===== src/rtl/voice_allocator_pkg.sv =====
`default_nettype none
// ============================================================================
//  Module   : voice_allocator_pkg
//  Brief    : Shared types and constants for the voice allocator slice.
//  Revision : 1.0 - initial release
// ============================================================================
package voice_allocator_pkg;

    // Default pitch width, matching the channel_mixer pitch bus.
    localparam int C_PITCH = 12;

    // Waveform select carried with each note-on.
    typedef logic [1:0] wave_t;

    // Allocator sequencing: accept, walk the channels, then apply.
    typedef enum logic [1:0] {
        IDLE   = 2'd0,
        SCAN   = 2'd1,
        COMMIT = 2'd2
    } va_state_t;

    // One note event as seen on the event interface.
    typedef struct packed {
        logic                on;
        logic [C_PITCH-1:0]  pitch;
        wave_t               wave;
    } note_ev_t;

endpackage
`default_nettype wire


===== src/rtl/voice_allocator_if.sv =====
`default_nettype none
// ============================================================================
//  Module   : voice_allocator_if
//  Brief    : Note-event valid/ready handshake bundle.
//  Revision : 1.0 - initial release
// ============================================================================
interface voice_allocator_if
    import voice_allocator_pkg::*;
#(
    parameter int C = C_PITCH
) ();

    logic          ev_valid;
    logic          ev_ready;
    logic          ev_on;
    logic [C-1:0]  ev_pitch;
    wave_t         ev_wave;

    // Event producer side.
    modport master (
        output ev_valid,
        output ev_on,
        output ev_pitch,
        output ev_wave,
        input  ev_ready
    );

    // Event consumer side (the allocator).
    modport slave (
        input  ev_valid,
        input  ev_on,
        input  ev_pitch,
        input  ev_wave,
        output ev_ready
    );

endinterface
`default_nettype wire


===== src/rtl/voice_allocator_rank.sv =====
`default_nettype none
// ============================================================================
//  Module   : voice_rank
//  Brief    : Age ranking of channels. Rank 0 is the newest voice and rank
//             NUM-1 the oldest; the ranks always form a permutation.
//  Revision : 1.0 - initial release
// ============================================================================
module voice_rank #(
    parameter int NUM = 4,
    parameter int IW  = $clog2(NUM)
) (
    input  wire logic          clk,
    input  wire logic          rst,
    input  wire logic          upd,
    input  wire logic [IW-1:0] tgt,
    output logic      [IW-1:0] oldest
);

    logic [IW-1:0] rank_q [NUM];
    logic [IW-1:0] rank_d [NUM];
    logic [IW-1:0] tgt_rank;

    // Promote the target to newest; everything younger than it ages by one.
    always_comb begin
        rank_d   = rank_q;
        tgt_rank = rank_q[tgt];
        if (upd) begin
            for (int i = 0; i < NUM; i++) begin
                if (IW'(i) == tgt) begin
                    rank_d[i] = '0;
                end else if (rank_q[i] < tgt_rank) begin
                    rank_d[i] = rank_q[i] + IW'(1);
                end
            end
        end
    end

    // Locate the channel holding the oldest rank.
    always_comb begin
        oldest = '0;
        for (int i = 0; i < NUM; i++) begin
            if (rank_q[i] == IW'(NUM - 1)) begin
                oldest = IW'(i);
            end
        end
    end

    // Rank register; reset gives channel i rank i.
    always_ff @(posedge clk) begin
        if (rst) begin
            for (int i = 0; i < NUM; i++) begin
                rank_q[i] <= IW'(i);
            end
        end else begin
            rank_q <= rank_d;
        end
    end

endmodule
`default_nettype wire


===== src/rtl/voice_allocator.sv =====
`default_nettype none
// ============================================================================
//  Module   : voice_allocator
//  Brief    : Note-event controller for channel_mixer. Retriggers a matching
//             channel, else fills the lowest free one, else steals the oldest.
//  Revision : 1.0 - initial release
// ============================================================================
module voice_allocator
    import voice_allocator_pkg::*;
#(
    parameter int NUM = 4,
    parameter int C   = C_PITCH
) (
    input  wire logic                     clk,
    input  wire logic                     rst,
    voice_allocator_if.slave              ev,
    input  wire logic                     panic,
    output logic [NUM*C-1:0]              pitches,
    output logic [NUM-1:0]                channel_ena,
    output logic [NUM*2-1:0]              waveforms,
    output logic [$clog2(NUM+1)-1:0]      active_count,
    output logic                          steal
);

    localparam int IW = $clog2(NUM);
    localparam int CW = $clog2(NUM + 1);

    va_state_t      state_q, state_d;
    logic [IW-1:0]  idx_q, idx_d;

    logic           on_q, on_d;
    logic [C-1:0]   evp_q, evp_d;
    wave_t          evw_q, evw_d;

    logic           match_found_q, match_found_d;
    logic [IW-1:0]  match_idx_q, match_idx_d;
    logic           free_found_q, free_found_d;
    logic [IW-1:0]  free_idx_q, free_idx_d;

    logic [C-1:0]   pitch_q [NUM];
    logic [C-1:0]   pitch_d [NUM];
    wave_t          wave_q  [NUM];
    wave_t          wave_d  [NUM];
    logic [NUM-1:0] ena_q, ena_d;
    logic [CW-1:0]  cnt_q, cnt_d;
    logic           steal_q, steal_d;

    logic           rank_upd;
    logic [IW-1:0]  rank_tgt;
    logic [IW-1:0]  oldest;
    logic           accept;

    // Ready is gated by panic and reset directly so no event slips in then.
    assign ev.ev_ready = (state_q == IDLE) && !panic && !rst;
    assign accept      = ev.ev_valid && ev.ev_ready;

    voice_rank #(
        .NUM (NUM),
        .IW  (IW)
    ) u_rank (
        .clk    (clk),
        .rst    (rst),
        .upd    (rank_upd),
        .tgt    (rank_tgt),
        .oldest (oldest)
    );

    // Sequencing, channel scan and commit of the latched event.
    always_comb begin
        state_d       = state_q;
        idx_d         = idx_q;
        on_d          = on_q;
        evp_d         = evp_q;
        evw_d         = evw_q;
        match_found_d = match_found_q;
        match_idx_d   = match_idx_q;
        free_found_d  = free_found_q;
        free_idx_d    = free_idx_q;
        pitch_d       = pitch_q;
        wave_d        = wave_q;
        ena_d         = ena_q;
        steal_d       = 1'b0;
        rank_upd      = 1'b0;
        rank_tgt      = '0;

        case (state_q)
            IDLE: begin
                if (accept) begin
                    on_d          = ev.ev_on;
                    evp_d         = ev.ev_pitch;
                    evw_d         = ev.ev_wave;
                    idx_d         = '0;
                    match_found_d = 1'b0;
                    match_idx_d   = '0;
                    free_found_d  = 1'b0;
                    free_idx_d    = '0;
                    state_d       = SCAN;
                end
            end
            SCAN: begin
                if (!match_found_q && ena_q[idx_q] && (pitch_q[idx_q] == evp_q)) begin
                    match_found_d = 1'b1;
                    match_idx_d   = idx_q;
                end
                if (!free_found_q && !ena_q[idx_q]) begin
                    free_found_d = 1'b1;
                    free_idx_d   = idx_q;
                end
                if (idx_q == IW'(NUM - 1)) begin
                    state_d = COMMIT;
                end else begin
                    idx_d = idx_q + IW'(1);
                end
            end
            COMMIT: begin
                state_d = IDLE;
                if (on_q) begin
                    rank_upd = 1'b1;
                    if (match_found_q) begin
                        rank_tgt            = match_idx_q;
                        wave_d[match_idx_q] = evw_q;
                    end else if (free_found_q) begin
                        rank_tgt            = free_idx_q;
                        pitch_d[free_idx_q] = evp_q;
                        wave_d[free_idx_q]  = evw_q;
                        ena_d[free_idx_q]   = 1'b1;
                    end else begin
                        rank_tgt        = oldest;
                        pitch_d[oldest] = evp_q;
                        wave_d[oldest]  = evw_q;
                        ena_d[oldest]   = 1'b1;
                        steal_d         = 1'b1;
                    end
                end else if (match_found_q) begin
                    ena_d[match_idx_q] = 1'b0;
                end
            end
            default: begin
                state_d = IDLE;
            end
        endcase

        // Panic wins over everything, including a commit in the same cycle.
        if (panic) begin
            state_d  = IDLE;
            ena_d    = '0;
            steal_d  = 1'b0;
            rank_upd = 1'b0;
        end
    end

    // Active voice count follows the next enable vector so it stays aligned.
    always_comb begin
        cnt_d = '0;
        for (int i = 0; i < NUM; i++) begin
            cnt_d = cnt_d + {{(CW-1){1'b0}}, ena_d[i]};
        end
    end

    // State and output registers.
    always_ff @(posedge clk) begin
        if (rst) begin
            state_q       <= IDLE;
            idx_q         <= '0;
            on_q          <= 1'b0;
            evp_q         <= '0;
            evw_q         <= '0;
            match_found_q <= 1'b0;
            match_idx_q   <= '0;
            free_found_q  <= 1'b0;
            free_idx_q    <= '0;
            for (int i = 0; i < NUM; i++) begin
                pitch_q[i] <= '0;
                wave_q[i]  <= '0;
            end
            ena_q         <= '0;
            cnt_q         <= '0;
            steal_q       <= 1'b0;
        end else begin
            state_q       <= state_d;
            idx_q         <= idx_d;
            on_q          <= on_d;
            evp_q         <= evp_d;
            evw_q         <= evw_d;
            match_found_q <= match_found_d;
            match_idx_q   <= match_idx_d;
            free_found_q  <= free_found_d;
            free_idx_q    <= free_idx_d;
            pitch_q       <= pitch_d;
            wave_q        <= wave_d;
            ena_q         <= ena_d;
            cnt_q         <= cnt_d;
            steal_q       <= steal_d;
        end
    end

    for (genvar gi = 0; gi < NUM; gi++) begin : g_out
        assign pitches[C*gi +: C]   = pitch_q[gi];
        assign waveforms[2*gi +: 2] = wave_q[gi];
    end

    assign channel_ena  = ena_q;
    assign active_count = cnt_q;
    assign steal        = steal_q;

endmodule
`default_nettype wire


===== src/flat_wrapper.sv =====
// flat-port wrapper written by rule: the top's interface ports become plain ports
module voice_allocator_flat import voice_allocator_pkg::*;
#(
    parameter int NUM = 4,
    parameter int C   = C_PITCH
)
  (clk, rst, panic, pitches, channel_ena, waveforms, active_count, steal, ev_ev_valid, ev_ev_on, ev_ev_pitch, ev_ev_wave, ev_ev_ready);
  voice_allocator_if #(.C(C)) ev_i ();
  input  wire logic clk;
  input  wire logic rst;
  input  wire logic panic;
  output logic [NUM*C-1:0] pitches;
  output logic [NUM-1:0] channel_ena;
  output logic [NUM*2-1:0] waveforms;
  output logic [$clog2(NUM+1)-1:0] active_count;
  output logic steal;
  input wire logic [$bits(ev_i.ev_valid)-1:0] ev_ev_valid;
  input wire logic [$bits(ev_i.ev_on)-1:0] ev_ev_on;
  input wire logic [$bits(ev_i.ev_pitch)-1:0] ev_ev_pitch;
  input wire logic [$bits(ev_i.ev_wave)-1:0] ev_ev_wave;
  output wire logic [$bits(ev_i.ev_ready)-1:0] ev_ev_ready;
  assign ev_i.ev_valid = ev_ev_valid;
  assign ev_i.ev_on = ev_ev_on;
  assign ev_i.ev_pitch = ev_ev_pitch;
  assign ev_i.ev_wave = ev_ev_wave;
  assign ev_ev_ready = ev_i.ev_ready;
  voice_allocator #(.NUM(NUM), .C(C)) u_core (.clk(clk), .rst(rst), .ev(ev_i), .panic(panic), .pitches(pitches), .channel_ena(channel_ena), .waveforms(waveforms), .active_count(active_count), .steal(steal));
endmodule

===== config.mk =====
export PLATFORM = sky130hd
export DESIGN_NAME = voice_allocator_flat
export DESIGN_NICKNAME = d
export VERILOG_FILES = /design/src/rtl/voice_allocator_pkg.sv /design/src/rtl/voice_allocator_if.sv /design/src/rtl/voice_allocator_rank.sv /design/src/rtl/voice_allocator.sv /design/src/flat_wrapper.sv
export SDC_FILE = /design/constraint.sdc
export NUM_CORES = 1
export LEC_CHECK = 0
export ABC_AREA = 1
export ABC_CLOCK_PERIOD_IN_PS = 3500
export CAP_MARGIN = 20
export CORE_MARGIN = 8
export CORE_UTILIZATION = 53
export DETAILED_ROUTE_END_ITERATION = 12
export PLACE_DENSITY = 0.91
export SLEW_MARGIN = 25
export SYNTH_ARGS = -nofsm -noshare
export SYNTH_HDL_FRONTEND = slang
export SYNTH_SLANG_ARGS = --single-unit
export TNS_END_PERCENT = 20

===== constraint.sdc =====
create_clock -name clk -period 3.5 [get_ports clk]
set_clock_uncertainty 0.15 [all_clocks]
set_input_delay 0.525 -clock clk [delete_from_list [all_inputs] [get_ports clk]]
set_output_delay 0.525 -clock clk [all_outputs]
set_load 0.02 [all_outputs]

# Word level (Yosys, flattened, before mapping)
# Cells that the tools add are included.
# Widths: inputs -> output; s select.
[word_totals]
register_bits = 97
inputBits = 19
out_inout_bits = 65
word_cells = 187
[classes]
order_cmp = 19
n_reduce_logical = 37
addsub = 8
n_eq_ne = 15
bitwise = 12
mux = 72
[op_table]
columns = ["operator", "n"]
rows = [
  ["$bwmux 48", 2],
  ["$mux 2", 25],
  ["$demux 12 s2", 2],
  ["$mux 12", 4],
  ["$mux 48", 1],
  ["$bmux 12 s2", 1],
  ["$bwmux 8", 3],
  ["$mux 4", 6],
  ["$mux 8", 2],
  ["$pmux 2 s2", 4],
  ["$ge 3x3->1 const B", 5],
  ["$not 2->3", 5],
  ["$reduce_and 2->1", 7],
  ["$demux 2 s2", 3],
  ["$eq 12x12->1", 1],
  ["$logic_and 1x1->1", 12],
  ["$lt 2x3->1 const B", 4],
  ["$mux 1", 12],
  ["$reduce_and 3->1", 4],
  ["$add 2x1->2 const B", 5],
  ["$eq 2x2->1 const B", 5],
  ["$reduce_bool 2->1", 5],
  ["$lt 3x1->1 const B", 3],
  ["$lt 2x2->1", 4],
  ["20 further kinds", 38],
]

# Logic depth before layout (Yosys ltp)
# Gate-level depths: netlist of the first run.
[depth]
word_depth = 17
mapped_depth = 19
depth_no_buf = 19

# Modules after synthesis
# Synthesis of the first run repeated with hierarchy kept, for this count alone.
[hier_totals]
cells_unflattened = 638
area_unflattened_um2 = 4496.8
[by_module_without_submodules]
columns = ["module", "n_inst", "cells_each", "seq_area_each_um2", "area_per_inst_um2"]
rows = [
  ["voice_allocator", 1, 534, 1781.7, 3870.0],
  ["voice_rank", 1, 104, 160.2, 626.9],
]

# Worst setup path before layout of the first run
# Ideal clock, no wire load.
[synth_timing]
path_type = "register to register"
startpoint = "reg u_core.u_rank.rank_q[2] (netlist bit)"
endpoint = "reg u_core.cnt_q[1] (netlist: u_core.active_count[1])"
setup_slack_ps = 860
setup_ps = 129
t_arrival_ps = 2361
stages_incl_launch_ff = 15
n_path_buf = 1
path_cell_list = "dfxtp_1 ha_1 inv_1 nand2_1 o21ai_0 nand3_2 buf_2 nand2_1 inv_1 nor2_1 ha_1 fa_1 ha_1 inv_1 nor2_1"
[synth_between]
elab_chain_cells = 16
[synth_rtl]
columns = ["element", "line_no", "text"]
rows = [
  ["start, declared", "voice_allocator_rank.sv:19", "logic [IW-1:0] rank_q [NUM];"],
  ["start signal, assigned by index", "voice_allocator_rank.sv:52", "rank_q[i] <= IW'(i);"],
  ["start signal, assigned", "voice_allocator_rank.sv:55", "rank_q <= rank_d;"],
  ["$eq 2x2->1 *", "voice_allocator_rank.sv:42", "if (rank_q[i] == IW'(NUM - 1)) begin"],
  ["$mux 2 * (2 in a row)", "voice_allocator_rank.sv:42", ""],
  ["$lt 2x3->1 (implied by the code) or $ge 2x1->1 (tied branches)", "voice_allocator.sv:131", "ena_d[oldest] = 1'b1;"],
  ["$logic_and 1x1->1 (implied by the code)", "voice_allocator.sv:131", ""],
  ["$mux 1 (implied by the code)", "voice_allocator.sv:131", ""],
  ["$demux 1 s2 *", "--", ""],
  ["$or 4x4->4 (no line) *", "--", ""],
  ["$mux 4 *", "voice_allocator.sv:122", "end else if (free_found_q) begin"],
  ["$mux 4 *", "voice_allocator.sv:119", "if (match_found_q) begin"],
  ["$mux 4 *", "voice_allocator.sv:117", "if (on_q) begin"],
  ["$mux 4 *", "voice_allocator.sv:86", "case (state_q)"],
  ["$mux 4 *", "voice_allocator.sv:144", "if (panic) begin"],
  ["named net u_core.ena_d[1]", "voice_allocator.sv:44", "logic [NUM-1:0] ena_q, ena_d;"],
  ["$add 1x1->2 *", "voice_allocator.sv:156", "cnt_d = cnt_d + {{(CW-1){1'b0}}, ena_d[i]};"],
  ["$add 3x1->3 * (2 in a row)", "voice_allocator.sv:156", ""],
  ["named net u_core.cnt_d[1]", "voice_allocator.sv:45", "logic [CW-1:0] cnt_q, cnt_d;"],
  ["end signal, assigned", "voice_allocator.sv:192", "cnt_q <= cnt_d;"],
  ["end, declared", "voice_allocator.sv:45", ""],
]
# The timed path passes the listed nets; every way through them passes the cells marked *.
# A chain may end at the register's enable or synchronous reset.

# Worst setup path in the final report of the first run
[layout_timing]
startpoint = "in panic"
endpoint = "out ev_ev_ready"
[layout_between]
elab_chain_cells = 3
[layout_rtl]
columns = ["element", "line_no", "text"]
rows = [
  ["start, declared", "flat_wrapper.sv:11", "input wire logic panic;"],
  ["$logic_not 1->1", "voice_allocator.sv:54", "assign ev.ev_ready = (state_q == IDLE) && !panic && !rst;"],
  ["$logic_and 1x1->1 (2 in a row)", "voice_allocator.sv:54", ""],
  ["end, declared", "flat_wrapper.sv:21", "output wire logic [$bits(ev_i.ev_ready)-1:0] ev_ev_ready;"],
]
# No other way between the ends.

==> results of run 1 <==
state kept, by name, summed over array words and instances (netlist names):
register              count
u_core.steal              1
u_core.state_q            2
u_core.evw_q              2
u_core.idx_q              2
u_core.match_idx_q        2
u_core.waveforms          8
u_core.active_count       3
u_core.free_found_q       1
u_core.u_rank.rank_q      8
u_core.channel_ena        4
u_core.evp_q             12
u_core.on_q               1
u_core.match_found_q      1
u_core.pitches           48
u_core.free_idx_q         2
worst paths after layout:
check | startpoint | to | slack [ns] | cells past startpoint
worst min-delay path | u_core.waveforms[0] | u_core.waveforms[0] | 0.31 | 2
worst max register to register | u_core.u_rank.rank_q[1] | u_core.u_rank.rank_q[7] | 0.47 | 14
worst max-delay path | panic | ev_ev_ready | 0.38 | 5
worst min register to register | u_core.waveforms[0] | u_core.waveforms[0] | 0.31 | 2
cell type report:
cell class                      instances  area share
Clock inverter                          6    0.009003
Inverter                               71     0.04721
Tap cell                              108     0.02372
Timing Repair Buffer                   92      0.1577
Clock buffer                           10     0.02240
Multi-Input combinational cell        459      0.3992
Sequential cell                        97      0.3408
logic make-up after synthesis:
logic type | Yosys count
DFF | 97
AOI/OAI and AO/OA | 164
xor gates and xnor gates | 4
adders and majority gates | 12
buffers and inverters | 100
and+or+nand+nor | 279
power groups by stage:
stage                     clock network (mW)  registers [mW]  logic [mW]
after global placement                     0            1.15      0.0987
after CTS                              0.689            1.12       0.102
after global routing                   0.732            1.12       0.113
after floorplan                            0            1.14      0.0659
final                                  0.684            1.12       0.104
after detailed placement                   0            1.15       0.102
per-layer routing:
layer,GRT usage,vias to the layer above,part of all wire
met5,0,-,0
met4,0.08197,0,0.020
met3,0.04924,31,0.085
met2,0.3889,213,0.50
met1,0.2436,2213,0.39
li1,-,2301,-
Yosys cell counts, types with 2 or more instances:
cell / count
a211oi_1: 8
a21oi_1: 74
a21oi_2: 2
buf_2: 6
buf_4: 2
buf_6: 6
clkbuf_1: 15
clkinv_1: 2
dfxtp_1: 97
ha_1: 11
inv_1: 65
inv_2: 3
nand2_1: 126
nand2_2: 8
nand2_4: 2
nand3_1: 48
nand4_1: 6
nor2_1: 80
nor2_2: 3
o21ai_0: 67
o21ai_1: 3
o22ai_1: 3
xor2_1: 4
metrics by stage:
stage | utilization | total power [mW] | instance area (um2)
2_1_floorplan | - | 1.209 | 4654
3_3_place_gp | 0.6391 | 1.247 | 5519
3_5_place_dp | 0.6391 | 1.250 | 5519
4_1_cts | 0.6598 | 1.914 | 5698
5_1_grt | 0.6598 | 1.970 | 5698
6_report | 0.6598 | 1.911 | 5698
critical path: cells and delay by family:
| kind | cells | cell delay (ns) |
|---|---|---|
| buf+inv | 3 | 1.35 |
| simple gates | 2 | 0.58 |
==> results_dict.tcl, run 1 <==
set metrics [dict create \
    leakagePower_nw 2.158 \
    fin_crit_ns 3.123 \
    synth_edf_count 0 \
    place_congestion 0.9503 \
    tightestPinTransition_ns 0.8649 \
    antenna_cells 0 \
    clock_sinks 97 \
    antenna_found_initial 0 \
    cts_resized 0 \
    finalCritPeriodShare 0.8922 \
    post_cts_buffers 0 \
    synth_top_area_share 0.4172 \
    placed_cells 827 \
    tns_ns 0 \
    ios 84 \
    timing.critical_path.mode_cell "clkdlybuf4s50_1" \
    numCtsBuffers 9 \
    dieHeight_um 109.7 \
    dominantRegCellSynth "dfxtp_1" \
    vias 4758 \
    synth.distinct_cells 38 \
    clkPwrFrac 0.358 \
    grt_usage 0.2166 \
    avgRoutedWirePerCell_um 15.58 \
    cts_tree "done" \
    slowest_stage "clkdlybuf4s50_1" \
    synth_top_family_by_area "simple AND/OR/NAND/NOR gates" \
    fmax_mhz 320.2 \
    n_fill_cell 717 \
    mappedNetlistArea_um2 4654 \
    drt-total-wl_mm 13.13 \
    critical_path.max_stage_delay_ns 0.69 \
    hold_viol 0 \
    power_density_nw_per_um2 335.4 \
    yosys.area.top_type "dfxtp_1" \
    critical_path.max_fanout 7 \
    hold_buffers 0 \
    muxShareOfSynthArea 0 \
    max-vdd-ir-drop_mv 0.1772 \
    crit_chain "clkdlybuf4s50_1 > nor2_1 > inv_1 > nor3_1 > clkdlybuf4s50_1" \
    synth_fp_nets 687 \
    worstPathArrival_ns 2.45 \
    drc 0 \
    syn_to_final_growth_pct 22.42 \
    place_ws_ns 0.4029 \
    h-tree-depth 3 \
    seq_power_share 0.588 \
    clk_latency_ns 0.37 \
    switchingPower_uw 491.5 \
    grt_pass1_wl_mm 20.91 \
    internal_power_mw 1.420 \
    start_kind "input port" \
    seq_area_um2 1942 \
    firstDrtPassIters 5 \
    synth.ff_latch_count 97 \
    stdcell_count 843 \
    synth_fa_ha_area_frac 0.03387 \
    hold_class "register to register" \
    pwr-share-comb 0.054 \
    syn_inst 656 \
    clkTransAtPathRegs_ns 0.09 \
    finalSetupViolCount 0 \
    vias_per_cell 5.644 \
    endpoint_kind "output pin" \
    grt_start_max_net_pins 35 \
    timing.final.max_slew_violations 0 \
    synthSimpleGateAreaFrac 0.2567 \
    avgSynthCellArea_um2 7.095 \
    crit_type "input port to output pin" \
    nets 761 \
    async_flop_share 0 \
    layout_setup_ws_ns 0.3773 \
    swShare 0.2572 \
    seq_area_frac_synth 0.4172 \
    fp-row-count 34 \
    antenna_left 0 \
    max-slew-margin-rel 0.4213 \
    synth_xor_xnor_area_share 0.007527 \
    die-area_um2 12040 \
    root_buffer "clkbuf_8" \
    yosys-top-cells-area "dfxtp_1, nand2_1, a21oi_1" \
    whs_ns 0.3065 \
    status "completed" \
    ctsLongestPathBuffers 2 \
    final_cell_mix "nand2_1, dfxtp_1, clkdlybuf4s50_1" \
    grt.overflow.total 0 \
    core_um2 8636 \
    initial_utilization 0.5390 \
    drive_gt1_frac 0.06395 \
    yosys_warnings 0 \
    drt_iter0_drc 447 \
    synth_compound_area_frac 0.1906 \
    die_w_um 109.7 \
    rsz0062_at_grt "false" \
    grt_pass1_vias 4455 \
    multi_input_area_um2 2275 \
    layout_commonest_cell "nand2_1" \
    crit_required_ns 2.82 \
    hpwl_mm 9.465 \
    port_buffers 83 \
    drv_cap 0 \
]
(Power assumes the default switching activity.)
==> inputs of run 2 (changes only) <==
--- a/config.mk
+++ b/config.mk
@@ -11,7 +11,7 @@
 export CORE_MARGIN = 8
 export CORE_UTILIZATION = 53
 export DETAILED_ROUTE_END_ITERATION = 12
-export PLACE_DENSITY = 0.91
+export PLACE_DENSITY = 0.83
 export SLEW_MARGIN = 25
 export SYNTH_ARGS = -nofsm -noshare
 export SYNTH_HDL_FRONTEND = slang
==> run 2 against run 1 <==
Against the previous run: count of clock-buffer cells in the layout did not move; combinational power about the same; final area is essentially flat; flip-flop and latch count is the same; register-to-register slack barely moved; non-clock buffer count shrank 1; critical path depth stayed put; global-route usage increased by 0.31 points; setup slack improved by 0.019 ns; critical endpoint unchanged; via count shrank 1.3%; highest routed layer unchanged; first-iteration DRC count shrank 38%; core utilization about the same.
==> results_dict.tcl, run 2 (same netlist as run 1, synthesis figures left out) <==
set metrics [dict create \
    rr_endpoint "u_core.u_rank.rank_q[4]" \
    vias 4697 \
    post_cts_buffers 0 \
    seq_area_um2 1942 \
    antenna_left 0 \
    max-vdd-ir-drop_mv 0.2381 \
    grt_usage 0.2196 \
    pwr-share-comb 0.053 \
    fmax_mhz 322.2 \
    hpwl_mm 9.493 \
    die-area_um2 12040 \
    finalSetupViolCount 0 \
    drt-total-wl_mm 13.13 \
    syn_to_final_growth_pct 22.39 \
    hold_class "register to register" \
    drv_cap 0 \
    root_buffer "clkbuf_8" \
    status "completed" \
    die_w_um 109.7 \
    rrSetupSlack_ns 0.46 \
    crit_type "input port to output pin" \
    drt_iter0_drc 277 \
    n_fill_cell 751 \
    grt_pass1_wl_mm 21.16 \
    leakagePower_nw 2.167 \
    max-slew-margin-rel 0.3297 \
    holdCritStartpoint "u_core.waveforms[1]" \
    layout_commonest_cell "nand2_1" \
    fp-row-count 34 \
    h-tree-depth 3 \
    grt.overflow.total 0 \
    grt_pass1_vias 4481 \
    clk_latency_ns 0.37 \
    timing.final.max_slew_violations 0 \
    layout_setup_ws_ns 0.3959 \
    endpoint_kind "output pin" \
    switchingPower_uw 506.8 \
    grt_start_max_net_pins 47 \
    avgRoutedWirePerCell_um 15.60 \
    tns_ns 0 \
    clock_sinks 97 \
    vias_per_cell 5.578 \
    numCtsBuffers 9 \
    place_area_um2 5512 \
    multi_input_area_um2 2275 \
    place_ws_ns 0.3546 \
    critical_path.max_fanout 7 \
    clkPwrFrac 0.366 \
    rsz0062_at_grt "false" \
    ctsLongestPathBuffers 2 \
    fin_area_um2 5697 \
    holdPathStages 2 \
    hold_viol 0 \
    drc 0 \
    start_kind "input port" \
    core_um2 8636 \
    holdPathEnd "u_core.waveforms[1]" \
    place_congestion 0.8884 \
    firstDrtPassIters 6 \
    cts_resized 0 \
    finalCritPeriodShare 0.8869 \
    cts_tree "done" \
    ios 84 \
    dieHeight_um 109.7 \
    hold_buffers 0 \
    internal_power_mw 1.429 \
    initial_utilization 0.5390 \
    final_cell_mix "nand2_1, dfxtp_1, clkdlybuf4s50_1" \
    port_buffers 83 \
    clkTransAtPathRegs_ns 0.09 \
    swShare 0.2618 \
    largest_reg_flops 48 \
    r2r_start "u_core.u_rank.rank_q[1]" \
    worstPathArrival_ns 2.43 \
    power_density_nw_per_um2 339.8 \
    tightestPinTransition_ns 1.002 \
    power.total_mw 1.936 \
    crit_required_ns 2.82 \
    fin_crit_ns 3.104 \
    nets 760 \
    r2r_cells 15 \
    antenna_found_initial 0 \
    antenna_cells 0 \
    seq_power_share 0.581 \
    drive_gt1_frac 0.06267 \
]
-- run 2: cell types whose count changed in the layout (fill, tap and decap cells not counted), sizes merged --
cell / previous run / this run
clkinvlp: 3 / 0
inv: 71 / 73
buf: 9 / 8
clkinv: 3 / 4
-- run 2: power groups by stage --
stage	Clock, mW	Sequential, mW	Combinational (mW)
global route	0.763	1.13	0.113
detailed placement	0	1.15	0.102
floorplan	0	1.14	0.0659
CTS	0.714	1.12	0.102
finish	0.709	1.12	0.103
global placement	0	1.15	0.0995
-- run 2: worst max-delay path by stage --
stage,depth (start not counted),slack [ns],end,startpoint
global route,15,0.10,u_core.u_rank.rank_q[0],u_core.u_rank.rank_q[1]
finish,5,0.40,ev_ev_ready,panic
floorplan,14,0.86,u_core.active_count[1],u_core.u_rank.rank_q[2]
global placement,5,0.39,ev_ev_ready,panic
CTS,5,0.38,ev_ev_ready,panic
detailed placement,7,0.35,u_core.evp_q[3],panic
-- run 2: metrics by stage --
step                instances  utilization  hold WS, ns
finish                    842       0.6597       0.3026
floorplan                 656            -       0.3139
CTS                       842       0.6597       0.3043
detailed placement        826       0.6382       0.2891
global placement          826       0.6382       0.2854
global route              842       0.6597       0.3269
-- run 2: worst max-delay path, cell delays in order --
cell and delay [ns]:
clkdlybuf4s50_1 0.49, nor2_1 0.17, inv_1 0.14, nor3_1 0.39
clkdlybuf4s50_1 0.71
-- run 2: layer usage --
metal	GRT usage	share of wire
met2	0.3721	0.49
met1	0.2671	0.41
met4	0.08872	0.024
met5	0	0
met3	0.04338	0.078
-- run 2: cell type report --
cell class                 count  share of cell area
clock inverter                 6             0.01010
clock buffer                  10             0.02240
sequential                    97              0.3409
multi-input combinational    459              0.3993
inverter                      71             0.04722
timing repair buffer          91              0.1564
tap                          108             0.02372
